File: src/rtl/mclk_ce_gen.sv
// Master-clock enable generator: qualifies PLL lock into a core reset and derives
// single-cycle CPU and sound clock enables from the PLL output clock.
module mclk_ce_gen #(
  parameter int unsigned M68K_DIV  = 7,
  parameter int unsigned Z80_DIV   = 15,
  parameter int unsigned FM_DIV    = 6,
  parameter int unsigned PSG_DIV   = 16,
  parameter int unsigned LOCK_WAIT = 1024
) (
  input  logic clk,
  input  logic reset,
  input  logic lock,
  input  logic run,
  input  logic resync,
  output logic sys_reset,
  output logic ce_m68k,
  output logic ce_z80,
  output logic ce_fm,
  output logic ce_psg
);

  localparam int unsigned LW_W   = $clog2(LOCK_WAIT + 1);
  localparam int unsigned M68K_W = (M68K_DIV > 1) ? $clog2(M68K_DIV) : 1;
  localparam int unsigned Z80_W  = (Z80_DIV  > 1) ? $clog2(Z80_DIV)  : 1;
  localparam int unsigned FM_W   = (FM_DIV   > 1) ? $clog2(FM_DIV)   : 1;
  localparam int unsigned PSG_W  = (PSG_DIV  > 1) ? $clog2(PSG_DIV)  : 1;

  localparam logic [LW_W-1:0]   LW_MAX    = LW_W'(LOCK_WAIT);
  localparam logic [M68K_W-1:0] M68K_LAST = M68K_W'(M68K_DIV - 1);
  localparam logic [Z80_W-1:0]  Z80_LAST  = Z80_W'(Z80_DIV - 1);
  localparam logic [FM_W-1:0]   FM_LAST   = FM_W'(FM_DIV - 1);
  localparam logic [PSG_W-1:0]  PSG_LAST  = PSG_W'(PSG_DIV - 1);

  if (M68K_DIV < 2) $error("M68K_DIV must be at least 2");
  if (Z80_DIV < 2)  $error("Z80_DIV must be at least 2");
  if (FM_DIV < 1)   $error("FM_DIV must be at least 1");
  if (PSG_DIV < 1)  $error("PSG_DIV must be at least 1");
  if (LOCK_WAIT < 1) $error("LOCK_WAIT must be at least 1");

  logic              r_lock_meta;
  logic              r_lock_s;
  logic [LW_W-1:0]   r_stable;
  logic [M68K_W-1:0] r_m68k_cnt;
  logic [Z80_W-1:0]  r_z80_cnt;
  logic [FM_W-1:0]   r_fm_cnt;
  logic [PSG_W-1:0]  r_psg_cnt;

  logic w_ready;
  logic w_active;
  logic w_m68k_tick;
  logic w_z80_tick;

  // ready is combinational so it drops in the very cycle the synchronized lock falls
  assign w_ready     = r_lock_s && (r_stable == LW_MAX);
  assign w_active    = w_ready && run && !resync;
  assign w_m68k_tick = w_active && (r_m68k_cnt == M68K_LAST);
  assign w_z80_tick  = w_active && (r_z80_cnt == Z80_LAST);

  always_ff @(posedge clk) begin
    if (reset) begin
      r_lock_meta <= 1'b0;
      r_lock_s    <= 1'b0;
      r_stable    <= '0;
      sys_reset   <= 1'b1;
    end else begin
      r_lock_meta <= lock;
      r_lock_s    <= r_lock_meta;
      if (!r_lock_s)
        r_stable <= '0;
      else if (r_stable != LW_MAX)
        r_stable <= r_stable + 1'b1;
      sys_reset <= !w_ready;
    end
  end

  always_ff @(posedge clk) begin
    if (reset || !w_ready || resync) begin
      r_m68k_cnt <= '0;
      r_z80_cnt  <= '0;
      r_fm_cnt   <= '0;
      r_psg_cnt  <= '0;
    end else if (run) begin
      r_m68k_cnt <= (r_m68k_cnt == M68K_LAST) ? '0 : r_m68k_cnt + 1'b1;
      r_z80_cnt  <= (r_z80_cnt == Z80_LAST) ? '0 : r_z80_cnt + 1'b1;
      if (w_m68k_tick)
        r_fm_cnt <= (r_fm_cnt == FM_LAST) ? '0 : r_fm_cnt + 1'b1;
      if (w_z80_tick)
        r_psg_cnt <= (r_psg_cnt == PSG_LAST) ? '0 : r_psg_cnt + 1'b1;
    end
  end

  always_ff @(posedge clk) begin
    if (reset) begin
      ce_m68k <= 1'b0;
      ce_z80  <= 1'b0;
      ce_fm   <= 1'b0;
      ce_psg  <= 1'b0;
    end else begin
      ce_m68k <= w_m68k_tick;
      ce_z80  <= w_z80_tick;
      ce_fm   <= w_m68k_tick && (r_fm_cnt == FM_LAST);
      ce_psg  <= w_z80_tick && (r_psg_cnt == PSG_LAST);
    end
  end

endmodule

File: config.mk
export PLATFORM = sky130hd
export DESIGN_NAME = mclk_ce_gen
export DESIGN_NICKNAME = d
export VERILOG_FILES = /design/src/rtl/mclk_ce_gen.sv
export SDC_FILE = /design/constraint.sdc
export NUM_CORES = 1
export LEC_CHECK = 0
export BUFFER_PORTS_ARGS = -buffer_cell sky130_fd_sc_hd__buf_2
export CORE_MARGIN = 5
export CORE_UTILIZATION = 47
export CTS_CLUSTER_DIAMETER = 80
export DETAILED_ROUTE_END_ITERATION = 8
export PLACE_DENSITY = 0.73
export SYNTH_ARGS = -nofsm -noshare
export SYNTH_HDL_FRONTEND = slang
export SYNTH_SLANG_ARGS = --single-unit
File: constraint.sdc
create_clock -name clk -period 3.81 [get_ports clk]
set_input_delay 0.381 -clock clk [delete_from_list [all_inputs] [get_ports clk]]
set_output_delay 0.381 -clock clk [all_outputs]
set_load 0.1 [all_outputs]
-- After elaboration in Yosys (flattened, before gate mapping)
Cells that the tools add are included.
- $add $sub $neg: 5
- eq/ne operators: 6
- muxes and demuxes: 4
- bitwise gates (word level): 1
- reductions and logical operators: 14
- operators by type and width (operator ; number):
    adder 11 x 1 -> 11 bit, second input constant ; 1
    == test 11 bit, second input constant ; 1
    inequality test 11 bit, second input constant ; 1
    adder 4 x 1 -> 4 bit, second input constant ; 2
    == test 4 bit, second input constant ; 2
    2-to-1 mux 4 bit ; 2
    logical AND 1 bit ; 7
    adder 3 x 1 -> 3 bit, second input constant ; 2
    == test 3 bit, second input constant ; 2
    2-to-1 mux 3 bit ; 2
    AND reduction 2 bit ; 2
    logical NOT 1 bit ; 2
    logical OR 1 bit ; 2
    OR reduction 2 bit ; 1
    inverter 1 bit ; 1
- flip-flop bits (word level): 32
- input bits: 5
- output and inout port bits: 5
- word-level logic and storage cells: 42

-- Logic depth before layout (Yosys ltp)
- depth after elaboration: 6
- depth in mapped cells: 8
- depth with buffers taken out: 6

-- Least setup slack after synthesis
OpenSTA, ideal clock, no wires.
- path type: register to register
- from: reg r_stable[0]
- to: reg r_fm_cnt[1]
- library setup time: 70 ps
- arrival: 1571 ps
- data required time: 3740 ps
- slack: 2169 ps
- stages on the path, launching flop included: 9
- buffers on the path: 2
- period minus slack after synthesis: 1641 ps
- path through: dfxtp_1 inv_1 ha_1 nor2b_1 nand4_4 or3_1 buf_2 buf_6 a21oi_1
- word-level cells in the longest chain between the ends: 6
- elaborated cells between the ends (all ways): 9
- those cells by class: eq/ne: 1; reduce/logical: 8
- RTL lines (what ; RTL line ; text):
    start, declared ; 42 ; logic [LW_W-1:0] r_stable;
    start signal, assigned ; 71 ; r_stable <= r_stable + 1'b1;
    == test 11 bit (*) ; 54 ; assign w_ready = r_lock_s && (r_stable == LW_MAX);
    logical AND 1 bit (*) ; 54 ;
    logical AND 1 bit (2 in a row) ; 55 ; assign w_active = w_ready && run && !resync;
    logical AND 1 bit ; 56 ; assign w_m68k_tick = w_active && (r_m68k_cnt == M68K_LAST);
    AND reduction 2 bit (no line) ; - ;
    end signal, assigned ; 86 ; r_fm_cnt <= (r_fm_cnt == FM_LAST) ? '0 : r_fm_cnt + 1'b1;
    end, declared ; 45 ; logic [FM_W-1:0] r_fm_cnt;
Every way passes the cells marked *; elsewhere a longest branch is shown, timed or not.
A chain may end at the register's enable or synchronous reset.

-- Worst setup path after layout
- from: reg r_stable[0]
- to: reg r_z80_cnt[2]
- word-level cells in the longest chain between the ends: 5
- RTL lines (what ; RTL line ; text):
    == test 11 bit ; 54 ;
    logical AND 1 bit ; 54 ;
    logical NOT 1 bit ; 77 ; if (reset || !w_ready || resync) begin
    logical OR 1 bit (2 in a row) ; 77 ;
    end signal, assigned ; 84 ; r_z80_cnt <= (r_z80_cnt == Z80_LAST) ? '0 : r_z80_cnt + 1'b1;
    end, declared ; 44 ; logic [Z80_W-1:0] r_z80_cnt;
Every way passes these cells.

==> out/metrics.yaml <==
global_route:
  met2_usage_pct: 26.6
  antenna_found_initial: 0
  grt_usage_pct: 15.1
  grt_max_degree: 15
  met3_usage_pct: 6.07
  gr-max-usage-layer: "met2"
  grtUsageMet1_pct: 14.7
  grt_first_pass_wirelength_um: 4800
  grt_pass1_vias: 1133
  gr-total-overflow: 0
logic_synthesis:
  synth_top_family_by_area: "simple AND/OR/NAND/NOR gates"
  synth.distinct_cells: 34
  syn_nets: 168
  syn-cell-area_mm2: 0.00142
  synth_edf_count: 0
  synth-compound-area-share_pct: 12.0
  yosys.area_share.adder_pct: 2.65
  synth-seq-cells: 32
  synthFlopType: "dfxtp_1"
  async_reset_ff_share_pct: 0
  synthMuxAreaShare_pct: 0
  synth-simple-area-share_pct: 30.9
  avgSynthCellArea_um2: 8.87
  yosysSeqAreaShare_pct: 45.1
  synth_warnings: 0
  synthCells: 160
  synth-xor-area-share_pct: 4.94
critical_path:
  rr_startpoint: "r_stable[0]$_SDFFE_PP0P_"
  reg2reg_depth: 6
  critical_path_arrival_ps: 2230
  cp_max_fo: 14
  path_depth: 6
  worstSetupEndpoint: "r_z80_cnt[2]$_SDFFE_PP0P_"
  critPathMaxStageDelay_ps: 560
  worst-path-buf-inv: 1
  cpLargestDelayFamily: "simple AND/OR/NAND/NOR gates"
  cp_slowest_cell: "or3_1"
  cp-start-kind: "flip-flop"
  rrSetupSlack_ps: 1820
  cp_cell_sequence: "inv_1, ha_1, nor2b_1, nand4_4, or3_1, nor3_1"
  timing.rr.end: "r_z80_cnt[2]$_SDFFE_PP0P_"
  critical_path_class: "flip-flop to flip-flop"
  critical_path_required_ps: 4050
  crit_path_end_kind: "flip-flop"
  critical_path.startpoint: "r_stable[0]$_SDFFE_PP0P_"
cells_and_area:
  multi_input_area_um2: 716
  fin_nets: 178
  layout_common_cells: "dfxtp_1, a21oi_1, nor2_1, nand2_1"
  layout_commonest_cell: "dfxtp_1"
  antenna_cells: 0
  design_area_mm2: 0.00151
  drive_above_1_share_pct: 12.5
  area_growth_syn_to_layout_pct: 6.17
  fillers: 272
  fin_util_pct: 50.6
  register_area_um2: 641
placed_design:
  dpl.hpwl_um: 2020
  gp_congestion: 0.695
  portBuffers: 9
  place_area_mm2: 0.00147
  pre_cts_ws_ps: 1840
sta:
  drv_slew: 0
  setup_viol: 0
  fin_crit_ps: 1990
  setup_slack_ps: 1820
  hold_violations: 0
  max_slew.worst_pin.slew_ps: 486
  finClkSkew_ps: 7.36
  relSlewSlack_pct: 67.4
  max_freq_mhz: 503
  period_share_pct: 52.2
  rsz0062_at_grt: "no"
  setup-tns-final_ps: 0
pwr:
  power_frac_comb_pct: 1.9
  pwr-share-seq_pct: 66.1
  internal_power_uw: 401
  swShare_pct: 21.3
  p_clk_share_pct: 32.0
  p_sw_uw: 108
  total_leakage_power_uw: 0.000467
  max-vdd-ir-drop_mv: 0.176
  power_density_mw_per_mm2: 338
routing:
  dr.pass1.iters: 4
  routedWlPerCell_um: 13.4
  drt_wl_total_um: 2690
  dr_total_vias: 1138
  via_per_inst: 5.66
  ant_nets: 0
  drt_iter0_drc: 27
  route.detailed.drc: 0
clock_network:
  ctsHoldBuffers: 0
  cts_root_buffer: "clkbuf_4"
  cts_tree: "yes"
  numCtsBuffers: 5
  cts_htree_levels: 2
  post_cts_resize_count: 0
  cts.sinks: 32
  clk_latency_ps: 330
  clk_pin_slew_ps: 90
  cts_setup_buffers: 0
  clockBufferDepth: 2
die:
  die_y_um: 64.9
  start_util_pct: 47.6
  core_mm2: 0.00298
  top_level_ports: 10
  rows: 20
  die_x_um: 64.9
  die-area_mm2: 0.00422
min_path:
  hold_class: "primary input to flip-flop"
  hold_depth: 2
job:
  drv_cap: 0
outcome:
  outcome: "finished clean"
==> worst min-delay path by stage <==
| stage | end | slack (ps) | startpoint |
|---|---|---|---|
| 3_3_place_gp | r_lock_s$_SDFF_PP0_ | 430 | r_lock_meta$_SDFF_PP0_ |
| 4_1_cts | r_lock_s$_SDFF_PP0_ | 280 | reset |
| 5_1_grt | r_lock_meta$_SDFF_PP0_ | 270 | reset |
| 2_1_floorplan | r_lock_s$_SDFF_PP0_ | 410 | r_lock_meta$_SDFF_PP0_ |
| 6_report | r_lock_s$_SDFF_PP0_ | 290 | reset |
| 3_5_place_dp | ce_fm$_SDFF_PP0_ | 440 | r_fm_cnt[1]$_SDFFE_PP0P_ |
==> worst reg2reg max path: cells and delay by family, from the launching register on <==
family / cells / cell delay [ps]
buffers and inverters: 1 / 100
adders and majority gates: 1 / 140
and+or+nand+nor: 4 / 1310
DFF: 1 / 350
==> power groups by stage <==
stage / Sequential (µW) / Clock [µW] / Combinational (µW)
floorplan: 344 / 0 / 6.17
global placement: 344 / 0 / 9.38
detailed placement: 344 / 0 / 9.95
CTS: 336 / 169 / 9.94
global route: 337 / 189 / 11.1
finish: 336 / 163 / 9.91
==> registers in the layout, summed over array words and instances, names as in the netlist <==
name and flops:
r_lock_s 1, sys_reset 1, r_lock_meta 1, ce_m68k 1
ce_fm 1, r_m68k_cnt 3, r_stable 11, ce_psg 1
ce_z80 1, r_fm_cnt 3, r_psg_cnt 4, r_z80_cnt 4
==> cell usage after synthesis (all sizes together), types with 3 or more instances <==
cell type	instances	share of area, %
xor2	5	3.1
nor2	14	3.7
or3	6	2.6
dfxtp	32	45
nor2b	3	1.3
inv	7	1.9
nand4	5	3.3
nor3	8	2.8
ha	3	2.6
a21oi	17	6.0
o21ai	7	2.5
xnor2	3	1.9
nand3	9	3.2
nand3b	5	2.6
buf	4	2.0
nand2	11	2.9
==> cells by family after synthesis <==
kind of cell	Yosys count
xor gates and xnor gates	8
and+or+nand+nor	74
adders and majority gates	3
buffers and inverters	13
AOI/OAI and AO/OA	30
DFF	32
==> per-stage QoR <==
| stage | hold slack, ps | cells | power [µW] |
|---|---|---|---|
| 6_report | 293 | 201 | 509 |
| 5_1_grt | 270 | 201 | 537 |
| 4_1_cts | 279 | 201 | 515 |
| 3_5_place_dp | 439 | 196 | 354 |
| 3_3_place_gp | 430 | 196 | 353 |
| 2_1_floorplan | 414 | 160 | 350 |
==> area by class of cell <==
type | count | area share (%)
sequential | 32 | 42.5
tap | 33 | 2.74
multi-input combinational | 115 | 47.5
inverter | 7 | 1.74
timing repair buffer | 9 | 2.99
clock buffer | 5 | 2.49
==> routing by layer <==
metal / part of all wire (%) / wire, µm
met1: 39 / 1060
met2: 54 / 1460
met3: 3.5 / 95
met4: 3.2 / 85
met5: 0 / 0
Power figures use the tool's default switching activity.
